--- config.mk ---
export PLATFORM = sky130hd
export DESIGN_NAME = fetch_stage_flat
export DESIGN_NICKNAME = d
export VERILOG_FILES = /design/src/rtl/cpu_pkg.sv /design/src/rtl/fetch_stage_if.sv /design/src/rtl/fetch_fifo.sv /design/src/rtl/fetch_stage.sv /design/src/flat_wrapper.sv
export SDC_FILE = /design/constraint.sdc
export NUM_CORES = 1
export LEC_CHECK = 0
export BUFFER_PORTS_ARGS = -buffer_cell sky130_fd_sc_hd__buf_2
export CORE_AREA = 2 2 144 174
export DETAILED_ROUTE_END_ITERATION = 16
export DIE_AREA = 0 0 146 176
export HOLD_SLACK_MARGIN = 0.02
export PLACE_DENSITY = 0.61
export SYNTH_ARGS = -nofsm -noshare
export SYNTH_HDL_FRONTEND = slang
export SYNTH_SLANG_ARGS = --single-unit
--- constraint.sdc ---
create_clock -name clk -period 8.5 [get_ports clk]
set_input_delay 1.275 -clock clk [delete_from_list [all_inputs] [get_ports clk]]
set_output_delay 1.275 -clock clk [all_outputs]
set_load 0.01 [all_outputs]
--- src/rtl/cpu_pkg.sv ---
// Shared types and constants for the CPU front-end: fetch FSM states, reset PC and NOP encoding.
package cpu_pkg;

    typedef enum logic [1:0] {
        BOOT     = 2'd0,
        RUN      = 2'd1,
        REDIRECT = 2'd2
    } state_t;

    localparam int          PC_WIDTH_DEF    = 32;
    localparam int          INSTR_WIDTH_DEF = 32;
    localparam logic [31:0] RESET_PC_DEF    = 32'h0000_0000;
    localparam logic [31:0] INSTR_NOP       = 32'h0000_0013;

endpackage

--- src/rtl/fetch_stage_if.sv ---
// Fetch-stage bus bundle: instruction-memory read port, redirect input and the Decode handshake.
interface fetch_stage_if
    import cpu_pkg::*;
#(
    parameter int PC_WIDTH    = PC_WIDTH_DEF,
    parameter int INSTR_WIDTH = INSTR_WIDTH_DEF
);
    logic                   imem_req;
    logic [PC_WIDTH-1:0]    imem_addr;
    logic [INSTR_WIDTH-1:0] imem_rdata;
    logic                   redirect_valid;
    logic [PC_WIDTH-1:0]    redirect_pc;
    logic                   id_valid;
    logic                   id_ready;
    logic [INSTR_WIDTH-1:0] id_instr;
    logic [PC_WIDTH-1:0]    id_pc;
    logic [PC_WIDTH-1:0]    id_pc_plus4;

    modport master (
        output imem_req, imem_addr, id_valid, id_instr, id_pc, id_pc_plus4,
        input  imem_rdata, redirect_valid, redirect_pc, id_ready
    );

    modport slave (
        input  imem_req, imem_addr, id_valid, id_instr, id_pc, id_pc_plus4,
        output imem_rdata, redirect_valid, redirect_pc, id_ready
    );
endinterface

--- src/rtl/fetch_fifo.sv ---
// Small register FIFO holding {instruction, pc} pairs between fetch and decode.
// Flush wins over push; the head entry is read straight from the storage registers.
module fetch_fifo #(
    parameter  int DEPTH = 2,
    parameter  int WIDTH = 64,
    localparam int CNT_W = $clog2(DEPTH + 1),
    localparam int PTR_W = (DEPTH > 1) ? $clog2(DEPTH) : 1
) (
    input  logic             clk,
    input  logic             rst,
    input  logic             push,
    input  logic [WIDTH-1:0] push_data,
    input  logic             pop,
    input  logic             flush,
    output logic [WIDTH-1:0] head_data,
    output logic [CNT_W-1:0] count
);

    logic [WIDTH-1:0] mem_reg [DEPTH];
    logic [PTR_W-1:0] wr_ptr_reg;
    logic [PTR_W-1:0] rd_ptr_reg;
    logic [CNT_W-1:0] count_reg;

    function automatic logic [PTR_W-1:0] ptr_inc(input logic [PTR_W-1:0] p);
        return (p == PTR_W'(DEPTH - 1)) ? '0 : p + PTR_W'(1);
    endfunction

    generate
        for (genvar gi = 0; gi < DEPTH; gi++) begin : g_entry
            always_ff @(posedge clk or negedge rst) begin
                if (!rst) begin
                    mem_reg[gi] <= '0;
                end else if (push && !flush && (wr_ptr_reg == PTR_W'(gi))) begin
                    mem_reg[gi] <= push_data;
                end
            end
        end
    endgenerate

    always_ff @(posedge clk or negedge rst) begin
        if (!rst) begin
            wr_ptr_reg <= '0;
            rd_ptr_reg <= '0;
            count_reg  <= '0;
        end else if (flush) begin
            wr_ptr_reg <= '0;
            rd_ptr_reg <= '0;
            count_reg  <= '0;
        end else begin
            if (push) wr_ptr_reg <= ptr_inc(wr_ptr_reg);
            if (pop)  rd_ptr_reg <= ptr_inc(rd_ptr_reg);
            case ({push, pop})
                2'b10:   count_reg <= count_reg + CNT_W'(1);
                2'b01:   count_reg <= count_reg - CNT_W'(1);
                default: count_reg <= count_reg;
            endcase
        end
    end

    assign head_data = mem_reg[rd_ptr_reg];
    assign count     = count_reg;

endmodule

--- src/rtl/fetch_stage.sv ---
// Instruction fetch front-end: owns the PC, issues 1-cycle-latency imem reads under a credit
// rule so the buffer never overflows, and restarts at the redirect target on a branch/jump.
module fetch_stage
    import cpu_pkg::*;
#(
    parameter  int                  PC_WIDTH    = PC_WIDTH_DEF,
    parameter  int                  INSTR_WIDTH = INSTR_WIDTH_DEF,
    parameter  logic [PC_WIDTH-1:0] RESET_PC    = PC_WIDTH'(RESET_PC_DEF),
    parameter  int                  FIFO_DEPTH  = 2,
    localparam int                  CNT_W       = $clog2(FIFO_DEPTH + 1)
) (
    input  logic                clk,
    input  logic                rst,
    fetch_stage_if.master       bus,
    output logic [PC_WIDTH-1:0] fetch_pc_out,
    output logic [CNT_W-1:0]    fifo_count_out
);

    localparam int ENTRY_W = PC_WIDTH + INSTR_WIDTH;

    state_t              state_reg;
    state_t              state_next;
    logic [PC_WIDTH-1:0] pc_reg;
    logic [PC_WIDTH-1:0] pc_next;
    logic                inflight_reg;

    logic                req;
    logic                push;
    logic                flush;
    logic                pop;
    logic                redirect_take;
    logic                head_valid;
    logic [CNT_W-1:0]    fifo_count;
    logic [CNT_W:0]      occupancy;
    logic [ENTRY_W-1:0]  head_data;
    logic [PC_WIDTH-1:0] head_pc;

    assign redirect_take = bus.redirect_valid && (state_reg != BOOT);
    assign head_valid    = (fifo_count != '0);
    assign pop           = head_valid && bus.id_ready;

    // Entries already buffered plus the one in flight, less the one leaving this cycle.
    assign occupancy = {1'b0, fifo_count}
                     + {{CNT_W{1'b0}}, inflight_reg}
                     - {{CNT_W{1'b0}}, pop};

    always_ff @(posedge clk or negedge rst) begin
        if (!rst) begin
            state_reg <= BOOT;
        end else begin
            state_reg <= state_next;
        end
    end

    always_comb begin
        state_next = state_reg;
        case (state_reg)
            BOOT:     state_next = RUN;
            RUN:      state_next = bus.redirect_valid ? REDIRECT : RUN;
            REDIRECT: state_next = bus.redirect_valid ? REDIRECT : RUN;
            default:  state_next = BOOT;
        endcase
    end

    // A response landing in a REDIRECT cycle was issued before the redirect and is dropped.
    always_comb begin
        req   = 1'b0;
        push  = 1'b0;
        flush = 1'b0;
        case (state_reg)
            RUN: begin
                req   = !bus.redirect_valid && (occupancy < (CNT_W + 1)'(FIFO_DEPTH));
                push  = inflight_reg;
                flush = bus.redirect_valid;
            end
            REDIRECT: begin
                req   = 1'b1;
                flush = bus.redirect_valid;
            end
            default: ;
        endcase
    end

    always_comb begin
        pc_next = pc_reg;
        if (redirect_take) begin
            pc_next = bus.redirect_pc & ~PC_WIDTH'(3);
        end else if (req) begin
            pc_next = pc_reg + PC_WIDTH'(4);
        end
    end

    always_ff @(posedge clk or negedge rst) begin
        if (!rst) begin
            pc_reg       <= RESET_PC;
            inflight_reg <= 1'b0;
        end else begin
            pc_reg       <= pc_next;
            inflight_reg <= req;
        end
    end

    fetch_fifo #(
        .DEPTH (FIFO_DEPTH),
        .WIDTH (ENTRY_W)
    ) u_fifo (
        .clk       (clk),
        .rst       (rst),
        .push      (push),
        .push_data ({bus.imem_rdata, pc_reg - PC_WIDTH'(4)}),
        .pop       (pop),
        .flush     (flush),
        .head_data (head_data),
        .count     (fifo_count)
    );

    assign head_pc = head_data[PC_WIDTH-1:0];

    assign bus.imem_req    = req;
    assign bus.imem_addr   = pc_reg;
    assign bus.id_valid    = head_valid;
    assign bus.id_instr    = head_valid ? head_data[PC_WIDTH +: INSTR_WIDTH] : '0;
    assign bus.id_pc       = head_valid ? head_pc : '0;
    assign bus.id_pc_plus4 = head_valid ? head_pc + PC_WIDTH'(4) : '0;

    assign fetch_pc_out   = pc_reg;
    assign fifo_count_out = fifo_count;

endmodule

--- src/flat_wrapper.sv ---
// flat-port wrapper written by rule: the top's interface ports become plain ports
module fetch_stage_flat import cpu_pkg::*;
#(
    parameter  int                  PC_WIDTH    = PC_WIDTH_DEF,
    parameter  int                  INSTR_WIDTH = INSTR_WIDTH_DEF,
    parameter  logic [PC_WIDTH-1:0] RESET_PC    = PC_WIDTH'(RESET_PC_DEF),
    parameter  int                  FIFO_DEPTH  = 2,
    localparam int                  CNT_W       = $clog2(FIFO_DEPTH + 1)
)
  (clk, rst, fetch_pc_out, fifo_count_out, bus_imem_req, bus_imem_addr, bus_id_valid, bus_id_instr, bus_id_pc, bus_id_pc_plus4, bus_imem_rdata, bus_redirect_valid, bus_redirect_pc, bus_id_ready);
  fetch_stage_if #(.PC_WIDTH(PC_WIDTH), .INSTR_WIDTH(INSTR_WIDTH)) bus_i ();
  input  logic clk;
  input  logic rst;
  output logic [PC_WIDTH-1:0] fetch_pc_out;
  output logic [CNT_W-1:0] fifo_count_out;
  output wire logic [$bits(bus_i.imem_req)-1:0] bus_imem_req;
  output wire logic [$bits(bus_i.imem_addr)-1:0] bus_imem_addr;
  output wire logic [$bits(bus_i.id_valid)-1:0] bus_id_valid;
  output wire logic [$bits(bus_i.id_instr)-1:0] bus_id_instr;
  output wire logic [$bits(bus_i.id_pc)-1:0] bus_id_pc;
  output wire logic [$bits(bus_i.id_pc_plus4)-1:0] bus_id_pc_plus4;
  input wire logic [$bits(bus_i.imem_rdata)-1:0] bus_imem_rdata;
  input wire logic [$bits(bus_i.redirect_valid)-1:0] bus_redirect_valid;
  input wire logic [$bits(bus_i.redirect_pc)-1:0] bus_redirect_pc;
  input wire logic [$bits(bus_i.id_ready)-1:0] bus_id_ready;
  assign bus_imem_req = bus_i.imem_req;
  assign bus_imem_addr = bus_i.imem_addr;
  assign bus_id_valid = bus_i.id_valid;
  assign bus_id_instr = bus_i.id_instr;
  assign bus_id_pc = bus_i.id_pc;
  assign bus_id_pc_plus4 = bus_i.id_pc_plus4;
  assign bus_i.imem_rdata = bus_imem_rdata;
  assign bus_i.redirect_valid = bus_redirect_valid;
  assign bus_i.redirect_pc = bus_redirect_pc;
  assign bus_i.id_ready = bus_id_ready;
  fetch_stage #(.PC_WIDTH(PC_WIDTH), .INSTR_WIDTH(INSTR_WIDTH), .RESET_PC(RESET_PC), .FIFO_DEPTH(FIFO_DEPTH)) u_core (.clk(clk), .rst(rst), .bus(bus_i), .fetch_pc_out(fetch_pc_out), .fifo_count_out(fifo_count_out));
endmodule
==> reports/results.ini, run 1 <==
[routing]
ant_nets = 0
wl_per_cell_um = 15.6
vias = 7625
vias_per_cell = 5.00
drt_wl_total_um = 23800
first_pass_iters = 5
drc = 0
drt_iter0_drc = 306

[worst_setup_path]
max_stage_delay_ns = 0.67
path_cells = nor2_4 -> buf_4 -> inv_1 -> and2_1 -> ha_1 -> nand2b_1 -> fa_1 -> nand4b_1 -> o21a_1 -> buf_4 -> inv_1 -> buf_2
worstSetupEndpointType = output pin
cp_max_fo = 83
crit_type = reg -> out
required_ns = 7.22
cp.arrival_ns = 4.37
startpoint_type = register
rr_endpoint = u_core.bus.imem_addr[31]$_DFFE_PN0P_
r2r-start = u_core.u_fifo.count[1]$_DFFE_PN0P_
slowest_stage = buf_4
regToRegSetupSlack_ns = 3.62
ff2ff_path_depth = 13
cp-startpoint = u_core.u_fifo.count[1]$_DFFE_PN0P_

[flow_run]
maxCapViolations = 0

[cts]
cts_tree = yes
cts.path.max_buffers = 2
clk_pin_slew_ns = 0.06
ctsResizeCount = 0
numCtsBuffers = 17
cts_hold_buf = 0
root_buffer = clkbuf_16
clk_latency_ns = 0.42
ctsHtreeMaxLevel = 4
cts.sinks = 161
post_cts_buffers = 0

[layout]
fin_nets = 1270
mostFrequentLayoutCell = buf_2
largest_reg_flops = 124
syn_to_final_growth_pct = 16.6
antennaDiodeCount = 0
instances_no_fill = 1524
utilization_pct = 46.0
final_cell_mix = 220 x buf_2, 213 x nand2_1, 160 x dfrtp_1
drive_above_1_share_pct = 27.0

[sta]
maxSlewViolCount = 0
fin_crit_ns = 5.64
max_slew_margin_pct = 29.6
finalHoldViolations = 0
fin_crit_sh_pct = 66.4
fmax_mhz = 177
fin_setup_tns_ns = 0
setup_viol = 0
worst_pin_slew_ns = 1.06
fin_skew_ns = 0.0121
rsz0062_at_grt = no

[logic_synthesis]
synth_compound_area_share_pct = 8.07
synth_cell_types = 54
synthAdderAreaFrac_pct = 1.41
synth-xor-area-share_pct = 6.51
synth-edff-count = 0
syn_area_mm2 = 0.00942
synth_mux_area_share_pct = 10.7
dominantRegCellSynth = dfrtp_1
synth-seq-cells = 161
ys_seq_area_share_pct = 42.8
synth_top_area_share_pct = 42.8
syn_avg_cell_area_um2 = 9.01
synth-simple-area-share_pct = 23.4
synth_top_cells_by_area = dfrtp_1 43%, nand2_1 8.5%, mux2i_1 6.5%
synth_top_family_by_area = simple AND/OR/NAND/NOR gates
yosys.area.top_type = dfrtp_1
synth_cells = 1045
ys_async_sr_fraction_pct = 100
yosysWarnings = 0

[pwr]
combPwrFrac_pct = 46.2
ir_drop_uv = 190
swShare_pct = 44.3
clock_power_share_pct = 17.3
p_leak_uw = 0.00515
sequentialPowerShare_pct = 36.5
intPower_uw = 2310
p_switching_uw = 1840
powerDensity_mw_per_mm2 = 378

[global_route]
grt_pass1_vias = 7413
antenna_found_initial = 0
track_usage_pct = 18.6
grt_pass1_wl_um = 38800
grt_max_degree = 93
overflow = 0

[die]
die_width_um = 146
io_pins = 232
die_h_um = 176
core_area_mm2 = 0.0239
initial_utilization_pct = 39.4
dieArea_mm2 = 0.0257
num_rows = 62

[min_path]
min_path_cells = 2
hold_start = u_core.u_fifo.mem_reg[114]$_DFFE_PN0P_
hp-class = reg -> reg
min_to = u_core.u_fifo.mem_reg[114]$_DFFE_PN0P_

[placed_design]
dpl.cell_count = 1493
gp_congestion = 0.827
dp.final_hpwl_um = 16500
port-buffer-count = 221

[run_status]
status = finished clean

-- worst max-delay path: cells and delay by family, from the launching register on --
kind / cells / cell delay, ns
AO/OA/AOI/OAI: 1 / 0.19
adder cells (fa/ha/maj): 2 / 0.77
buffers and inverters: 5 / 1.76
flip-flops: 1 / 0.47
AND/OR/NAND/NOR: 4 / 0.73
-- metal layers --
metal / up-vias / part of all wire [%] / track usage [%]
met5: - / 0 / 0
met4: 0 / 1.9 / 6.19
met2: 242 / 46 / 29.9
met3: 28 / 5.0 / 2.38
li1: 3802 / - / -
met1: 3553 / 47 / 26.2
-- metrics by stage --
stage | hold slack, ns | power [uW] | area, um^2 | setup slack (ns)
after floorplan | 0.444 | 2860 | 9440 | 4.28
after global placement | 0.457 | 3430 | 10400 | 3.24
after detailed placement | 0.461 | 3460 | 10400 | 3.28
after CTS | 0.477 | 4200 | 11000 | 2.80
after global routing | 0.496 | 4490 | 11000 | 2.50
final | 0.473 | 4150 | 11000 | 2.86
-- power by group through the flow --
stage                     Sequential (uW)  Combinational [uW]  Clock [uW]
after global placement               1510                1910           0
after global routing                 1580                2140         773
final                                1520                1920         717
after floorplan                      1400                1460           0
after detailed placement             1530                1930           0
after CTS                            1520                1940         738
-- cell families after synthesis --
logic type	count (synthesis)
XOR/XNOR	70
buffers and inverters	123
adder cells (fa/ha/maj)	10
multiplexers	96
other	1
AO/OA/AOI/OAI	129
AND/OR/NAND/NOR	455
flip-flops	161
-- cells in the mapped netlist, drive strengths merged, types with 4 or more instances --
master,instances
or3,10
inv,14
dfrtp,161
ha,9
nor3b,4
or4,9
xnor2,54
nor2,97
o31ai,8
nor3,31
a21oi,9
nand4,16
nand4b,5
nor4,20
clkbuf,44
nand3,17
mux2,35
buf,65
xor2,16
and3,6
mux2i,61
a31oi,6
and2,9
o21ai,91
nand3b,5
nand2b,4
nand2,214
-- worst max-delay path by stage --
stage | depth (start not counted) | to | slack (ns)
2_1_floorplan | 8 | bus_imem_req | 4.28
3_3_place_gp | 12 | bus_imem_req | 3.24
3_5_place_dp | 12 | bus_imem_req | 3.28
4_1_cts | 12 | bus_imem_req | 2.80
5_1_grt | 12 | bus_imem_req | 2.50
6_report | 12 | bus_imem_req | 2.86
-- final cells by class --
type / count / area, um^2
Clock buffer: 18 / 439
Clock inverter: 13 / 106
Fill cell: 2368 / 12900
Inverter: 14 / 52.6
Multi-Input combinational cell: 768 / 4770
Sequential cell: 161 / 4030
Tap cell: 320 / 400
Timing Repair Buffer: 230 / 1180
(Power assumes the default switching activity.)
==> run 2, diff against run 1 <==
--- a/config.mk
+++ b/config.mk
@@ -10,7 +10,7 @@
 export DETAILED_ROUTE_END_ITERATION = 16
 export DIE_AREA = 0 0 146 176
 export HOLD_SLACK_MARGIN = 0.02
-export PLACE_DENSITY = 0.61
+export PLACE_DENSITY = 0.63
 export SYNTH_ARGS = -nofsm -noshare
 export SYNTH_HDL_FRONTEND = slang
 export SYNTH_SLANG_ARGS = --single-unit
==> constraint.sdc (replaced) <==
create_clock -name clk -period 5.1 [get_ports clk]
set_input_delay 0.765 -clock clk [delete_from_list [all_inputs] [get_ports clk]]
set_output_delay 0.765 -clock clk [all_outputs]
set_load 0.01 [all_outputs]
==> reports/results.ini, run 2 (same netlist as run 1, synthesis figures left out) <==
[placed_design]
port-buffer-count = 221  ; unchanged
dp.final_hpwl_um = 17000  ; +2.7%
gp_congestion = 0.807  ; -2.4%
place_ws_ns = 1.19  ; -2.09 ns
place_area_mm2 = 0.0105  ; +0.29%

[routing]
first_pass_iters = 4  ; -1
wl_met2_um = 11200  ; +2.8%
ant_nets = 0  ; unchanged
vias_per_cell = 5.01  ; +0.17%
drt_iter0_drc = 234  ; -24%
route.met3.wl_um = 1110  ; -6.0%
top_layer_used = met4
drc = 0  ; unchanged
drt-met1-wl_um = 11200  ; -0.42%
drt_wl_total_um = 23800  ; -0.13%
wl_per_cell_um = 15.6  ; -0.45%
vias = 7663  ; +0.50%

[worst_setup_path]
crit_buf_inv = 2  ; -3
max_stage_delay_ns = 0.73  ; +0.06 ns
slowest_stage = dfrtp_4
cp_max_fo = 30  ; -64%
r2r-start = u_core.u_fifo.count[1]$_DFFE_PN0P_
crit_type = reg -> out
worstSetupEndpointType = output pin
startpoint_type = register
rr_endpoint = u_core.bus.imem_addr[31]$_DFFE_PN0P_
ff2ff_path_depth = 12  ; -1
regToRegSetupSlack_ns = 1.23  ; -2.39 ns
crit_family = simple AND/OR/NAND/NOR gates
path_cells = buf_4 -> mux2i_1 -> a221oi_4 -> nand4_2 -> nor3b_1 -> mux2_2 -> buf_2
required_ns = 4.34  ; -2.88 ns
cp.arrival_ns = 3.57  ; -0.80 ns

[pwr]
powerDensity_mw_per_mm2 = 641  ; +70%
total_power_uw = 7120  ; +72%
p_leak_uw = 0.00522  ; +1.2%
ir_drop_uv = 272  ; +43%

[sta]
fmax_mhz = 231
max_slew_margin_pct = 34.5  ; +4.9 points
fin_setup_tns_ns = 0  ; unchanged
layout_setup_ws_ns = 0.770  ; -2.09 ns
fin_crit_sh_pct = 84.9
fin_skew_ns = 0.0119  ; -0.000181 ns
setup_viol = 0  ; unchanged
rsz0062_at_grt = no
worst_pin_slew_ns = 0.982  ; -0.0737 ns
maxSlewViolCount = 0  ; unchanged
finalHoldViolations = 0  ; unchanged
fin_crit_ns = 4.33

[die]
die_width_um = 146  ; unchanged
num_rows = 62  ; unchanged
die_h_um = 176  ; unchanged
dieArea_mm2 = 0.0257  ; unchanged
core_area_mm2 = 0.0239  ; unchanged
io_pins = 232  ; unchanged
initial_utilization_pct = 39.4  ; unchanged

[cts]
post_cts_buffers = 0  ; unchanged
clk_pin_slew_ns = 0.06  ; about the same
ctsResizeCount = 0  ; unchanged
root_buffer = clkbuf_16
cts_hold_buf = 0  ; unchanged
cts_tree = yes
cts.sinks = 161  ; unchanged
clk_latency_ns = 0.42  ; about the same
numCtsBuffers = 17  ; unchanged
ctsHtreeMaxLevel = 4  ; unchanged
cts.path.max_buffers = 2  ; unchanged

[flow_run]
maxCapViolations = 0  ; unchanged

[global_route]
overflow = 0  ; unchanged
track_usage_pct = 18.7  ; +0.076 points
grt_pass1_vias = 7560  ; +2.0%
grt_pass1_wl_um = 39000  ; +0.48%
grt_max_degree = 105  ; +13%
antenna_found_initial = 0  ; unchanged

[layout]
antennaDiodeCount = 0  ; unchanged
final_cell_mix = 220 x buf_2, 213 x nand2_1, 160 x dfrtp_1
largest_reg_flops = 124  ; unchanged
fill_cells = 2375  ; +0.30%
utilization_pct = 46.5  ; +0.52 points
syn_to_final_growth_pct = 18.0
drive_above_1_share_pct = 27.3  ; +0.30 points
fin_area_mm2 = 0.0111  ; +1.1%
mostFrequentLayoutCell = buf_2
fin_nets = 1274  ; +0.31%

[run_status]
status = finished clean

[min_path]
hp-class = in -> async

## run 2: cell count changes in the layout (fill, tap and decap cells not counted)
cell,delta
inv_6,-1
clkinv_2,-1
bufinv_16,+4
inv_8,-1
buf_4,+4
## run 2: worst max path at each step
stage / start / to / slack [ns] / cells past startpoint
after floorplan: bus_id_ready / u_core.bus.imem_addr[31]$_DFFE_PN0P_ / 1.84 / 9
after detailed placement: u_core.u_fifo.rd_ptr_reg$_DFFE_PN0P_ / bus_id_pc_plus4[19] / 1.19 / 7
after global placement: u_core.u_fifo.rd_ptr_reg$_DFFE_PN0P_ / bus_id_pc_plus4[19] / 1.23 / 7
after CTS: u_core.u_fifo.rd_ptr_reg$_DFFE_PN0P_ / bus_id_pc_plus4[19] / 0.72 / 7
final: u_core.u_fifo.rd_ptr_reg$_DFFE_PN0P_ / bus_id_pc_plus4[19] / 0.77 / 7
after global routing: u_core.u_fifo.rd_ptr_reg$_DFFE_PN0P_ / bus_id_pc_plus4[19] / 0.47 / 7
## run 2: per-layer routing
layer | up-vias | GRT usage (%)
li1 | 3820 | -
met1 | 3600 | 25.4
met2 | 228 | 31.1
met3 | 15 | 3.23
met4 | 0 | 4.81
met5 | - | 0
## run 2: final cells by class
class	instances	area, um^2	area share, %
tap	320	400	3.60
clock buffer	18	439	3.95
sequential	161	4030	36.3
clock inverter	14	201	1.81
inverter	14	52.6	0.473
timing repair buffer	234	1210	10.9
multi-input combinational	768	4770	43.0
## run 2: report_power, final
group          total [uW]  switching [uW]  leakage [uW]  internal, uW
combinational        3180            1850       0.00289          1340
sequential           2550             677       0.00203          1880
clock                1380             545      0.000296           839
total                7120            3070       0.00522          4050
## run 2: through the flow
step	instances	hold WS, ns
after floorplan	1052	0.444
after global placement	1497	0.457
after detailed placement	1497	0.461
after CTS	1529	0.478
after global routing	1529	0.500
final	1529	0.403
==> run 3, diff against run 2 <==
--- a/config.mk
+++ b/config.mk
@@ -5,10 +5,11 @@
 export SDC_FILE = /design/constraint.sdc
 export NUM_CORES = 1
 export LEC_CHECK = 0
+export ABC_AREA = 1
 export BUFFER_PORTS_ARGS = -buffer_cell sky130_fd_sc_hd__buf_2
-export CORE_AREA = 2 2 144 174
+export CORE_AREA = 2 2 151 183
 export DETAILED_ROUTE_END_ITERATION = 16
-export DIE_AREA = 0 0 146 176
+export DIE_AREA = 0 0 153 185
 export HOLD_SLACK_MARGIN = 0.02
 export PLACE_DENSITY = 0.63
 export SYNTH_ARGS = -nofsm -noshare
==> constraint.sdc (replaced) <==
create_clock -name clk -period 3.6 [get_ports clk]
set_input_delay 0.54 -clock clk [delete_from_list [all_inputs] [get_ports clk]]
set_output_delay 0.54 -clock clk [all_outputs]
set_load 0.01 [all_outputs]
==> reports/results.ini, run 3 <==
[run_status]
status = finished clean

[layout]
fin_area_mm2 = 0.0123  ; +10%
mostFrequentLayoutCell = nand2_1
syn_to_final_growth_pct = 17.2
fill_cells = 2843  ; +20%
fin_nets = 1827  ; +43%
antennaDiodeCount = 0  ; unchanged
final_cell_mix = 608 x nand2_1, 220 x buf_2, 189 x nor2_1
utilization_pct = 46.0  ; -0.50 points
largest_reg_flops = 124  ; unchanged
drive_above_1_share_pct = 19.6  ; -7.6 points

[die]
die_h_um = 185  ; +5.1%
num_rows = 66  ; +6.5%
initial_utilization_pct = 39.2  ; -0.17 points
core_area_mm2 = 0.0267  ; +12%
dieArea_mm2 = 0.0283  ; +10%
die_width_um = 153  ; +4.8%
io_pins = 232  ; unchanged

[flow_run]
maxCapViolations = 0  ; unchanged

[worst_setup_path]
worstSetupEndpointType = output pin
crit_family = simple AND/OR/NAND/NOR gates
max_stage_delay_ns = 0.60  ; -0.13 ns
r2r-start = u_core.u_fifo.count[0]$_DFFE_PN0P_
crit_type = reg -> out
path_cells = inv_2 -> nand2_1 -> nand2_1 -> ha_1 -> nand2_1 -> nor2_4 -> nand2_1 -> nor2_1 -> xor2_1 -> nor2_1 -> buf_2
cp-startpoint = u_core.u_fifo.rd_ptr_reg$_DFFE_PN0P_
startpoint_type = register
cp.arrival_ns = 2.80  ; -0.77 ns
crit_buf_inv = 2  ; unchanged
cp_max_fo = 16  ; -47%
required_ns = 3.06  ; -1.28 ns
slowest_stage = dfrtp_4
crit_top_cell = nand2_1

[cts]
cts.path.max_buffers = 2  ; unchanged
numCtsBuffers = 17  ; unchanged
ctsHtreeMaxLevel = 4  ; unchanged
clk_pin_slew_ns = 0.07  ; about the same
cts.sinks = 161  ; unchanged
clk_latency_ns = 0.44  ; +0.02 ns
root_buffer = clkbuf_16
cts_tree = yes

[sta]
fin_skew_ns = 0.00984  ; -0.00210 ns
worst_pin_slew_ns = 0.854  ; -0.128 ns
max_slew_margin_pct = 43.1  ; +8.6 points
maxSlewViolCount = 0  ; unchanged
fin_crit_ns = 3.34
fin_crit_sh_pct = 92.8
setup_viol = 0  ; unchanged
fin_setup_tns_ns = 0  ; unchanged
finalHoldViolations = 0  ; unchanged
layout_setup_ws_ns = 0.260  ; -0.510 ns
fmax_mhz = 299
rsz0062_at_grt = no

[logic_synthesis]
yosysWarnings = 0  ; unchanged
yosys.area.top_type = dfrtp_1
syn_avg_cell_area_um2 = 6.60  ; -27%
synth_cell_types = 38  ; -30%
synth_top_area_share_pct = 38.5  ; -4.3 points
synth-seq-cells = 161  ; unchanged
synth_top_cells_by_count = 608 x nand2_1, 190 x nor2_1, 161 x dfrtp_1
syn_area_mm2 = 0.0105  ; +11%
ys_seq_area_share_pct = 38.5  ; -4.3 points
synth_cells = 1587  ; +52%
ys_async_sr_fraction_pct = 100  ; unchanged
synth_top_cells_by_area = dfrtp_1 38%, nand2_1 22%, nor2_1 6.8%
synth_most_common_cell = nand2_1
synth-edff-count = 0  ; unchanged
dominantRegCellSynth = dfrtp_1

[global_route]
overflow = 0  ; unchanged
grt_max_degree = 104  ; -0.95%
grt_pass1_vias = 9522  ; +26%
antenna_found_initial = 0  ; unchanged
grt_pass1_wl_um = 48200  ; +24%
track_usage_pct = 21.1  ; +2.5 points

[pwr]
powerDensity_mw_per_mm2 = 900  ; +40%
sequentialPowerShare_pct = 31.9  ; -3.9 points
combPwrFrac_pct = 50.3  ; +5.6 points
ir_drop_uv = 550  ; +100%
p_switching_uw = 5300  ; +73%
swShare_pct = 48.0  ; +4.9 points
total_power_uw = 11000  ; +55%
intPower_uw = 5740  ; +42%
clock_power_share_pct = 17.8  ; -1.6 points
p_leak_uw = 0.00646  ; +24%

[min_path]
hp-class = in -> reg
hold_start = bus_redirect_pc[10]

[routing]
drt_wl_total_um = 30100  ; +27%
wl_per_cell_um = 14.3  ; -7.7%
first_pass_iters = 5  ; +1
drc = 0  ; unchanged
vias_per_cell = 4.89  ; -2.4%
vias = 10272  ; +34%
drt_iter0_drc = 726  ; +210%
ant_nets = 0  ; unchanged

[placed_design]
dp.final_hpwl_um = 21500  ; +26%
port-buffer-count = 221  ; unchanged
gp_congestion = 0.893  ; +11%
place_area_mm2 = 0.0116  ; +11%
place_ws_ns = 0.289  ; -0.902 ns

==> run 3: worst paths after layout <==
check / to / cells past startpoint / slack (ns)
setup / recovery: bus_id_pc_plus4[18] / 11 / 0.26
hold / removal: u_core.bus.imem_addr[10]$_DFFE_PN0P_ / 3 / 0.35
setup reg to reg: u_core.bus.imem_addr[17]$_DFFE_PN0P_ / 15 / 0.49
hold reg to reg: u_core.u_fifo.mem_reg[68]$_DFFE_PN0P_ / 2 / 0.47
max in group asynchronous: u_core.u_fifo.mem_reg[27]$_DFFE_PN0P_ / 3 / 2.22
min in group asynchronous: u_core.u_fifo.mem_reg[46]$_DFFE_PN0P_ / 2 / 0.53
==> run 3: logic make-up (layout without fill, tap and decap cells) <==
group | count (synthesis) | in the layout | synth area share, %
compound gates | 177 | 177 | 8.81
xor+xnor | 31 | 31 | 2.59
fa+ha+maj | 10 | 10 | 1.27
buf+inv | 251 | 418 | 11.0
flops | 161 | 161 | 38.5
mux | 1 | 1 | 0.0956
other cells | 1 | 8 | 0.0358
simple gates | 955 | 955 | 37.7
==> run 3: area by class of cell <==
cell class              instances  area, um^2  share of cell area, %
repair buffers                241        1310                   10.7
flip-flops and latches        161        4030                   32.9
multi-input cells            1182        5320                   43.4
well taps                     340         425                   3.47
clock buffers                  18         439                   3.58
inverters                     146         548                   4.47
clock inverters                13         189                   1.54
==> run 3: power by group through the flow <==
stage | clock [uW] | combinational (uW) | sequential, uW
CTS | 2000 | 5570 | 3520
global placement | 0 | 5470 | 3520
floorplan | 0 | 4050 | 3300
finish | 1970 | 5550 | 3520
detailed placement | 0 | 5540 | 3550
global route | 2060 | 6290 | 3650
==> run 3: per-layer routing <==
metal	vias to the layer above	share of wire, %	GRT usage, %
met5	-	0	0
met4	0	2.5	7.56
met3	50	6.0	3.16
met2	337	46	34.1
met1	4708	46	29.1
li1	5177	-	-
==> run 3: stage by stage <==
stage / hold WS [ns] / std cells
2_1_floorplan: 0.244 / 1594
3_3_place_gp: 0.429 / 2068
3_5_place_dp: 0.432 / 2068
4_1_cts: 0.335 / 2100
5_1_grt: 0.355 / 2101
6_report: 0.348 / 2101
==> run 3: worst register-to-register path: stages (launching register included) <==
cell and delay [ns]:
dfrtp_1 0.47, nor2_4 0.05, nor2_1 0.18, ha_1 0.26, or2_2 0.30, fa_1 0.43
nand2_1 0.07, nor2_1 0.03, nand2_1 0.08, nand2_1 0.05, nand2_1 0.19, nand2_2 0.25
inv_2 0.39, nor2_1 0.08, nand2_1 0.07, o21ai_0 0.08
==> run 3: timing repair <==
item,CTS,global route
setup endpoints to repair,0,13
setup buffers,0,1
hold buffers,1,0
hold endpoints to repair,26,0
gates resized for setup,0,3
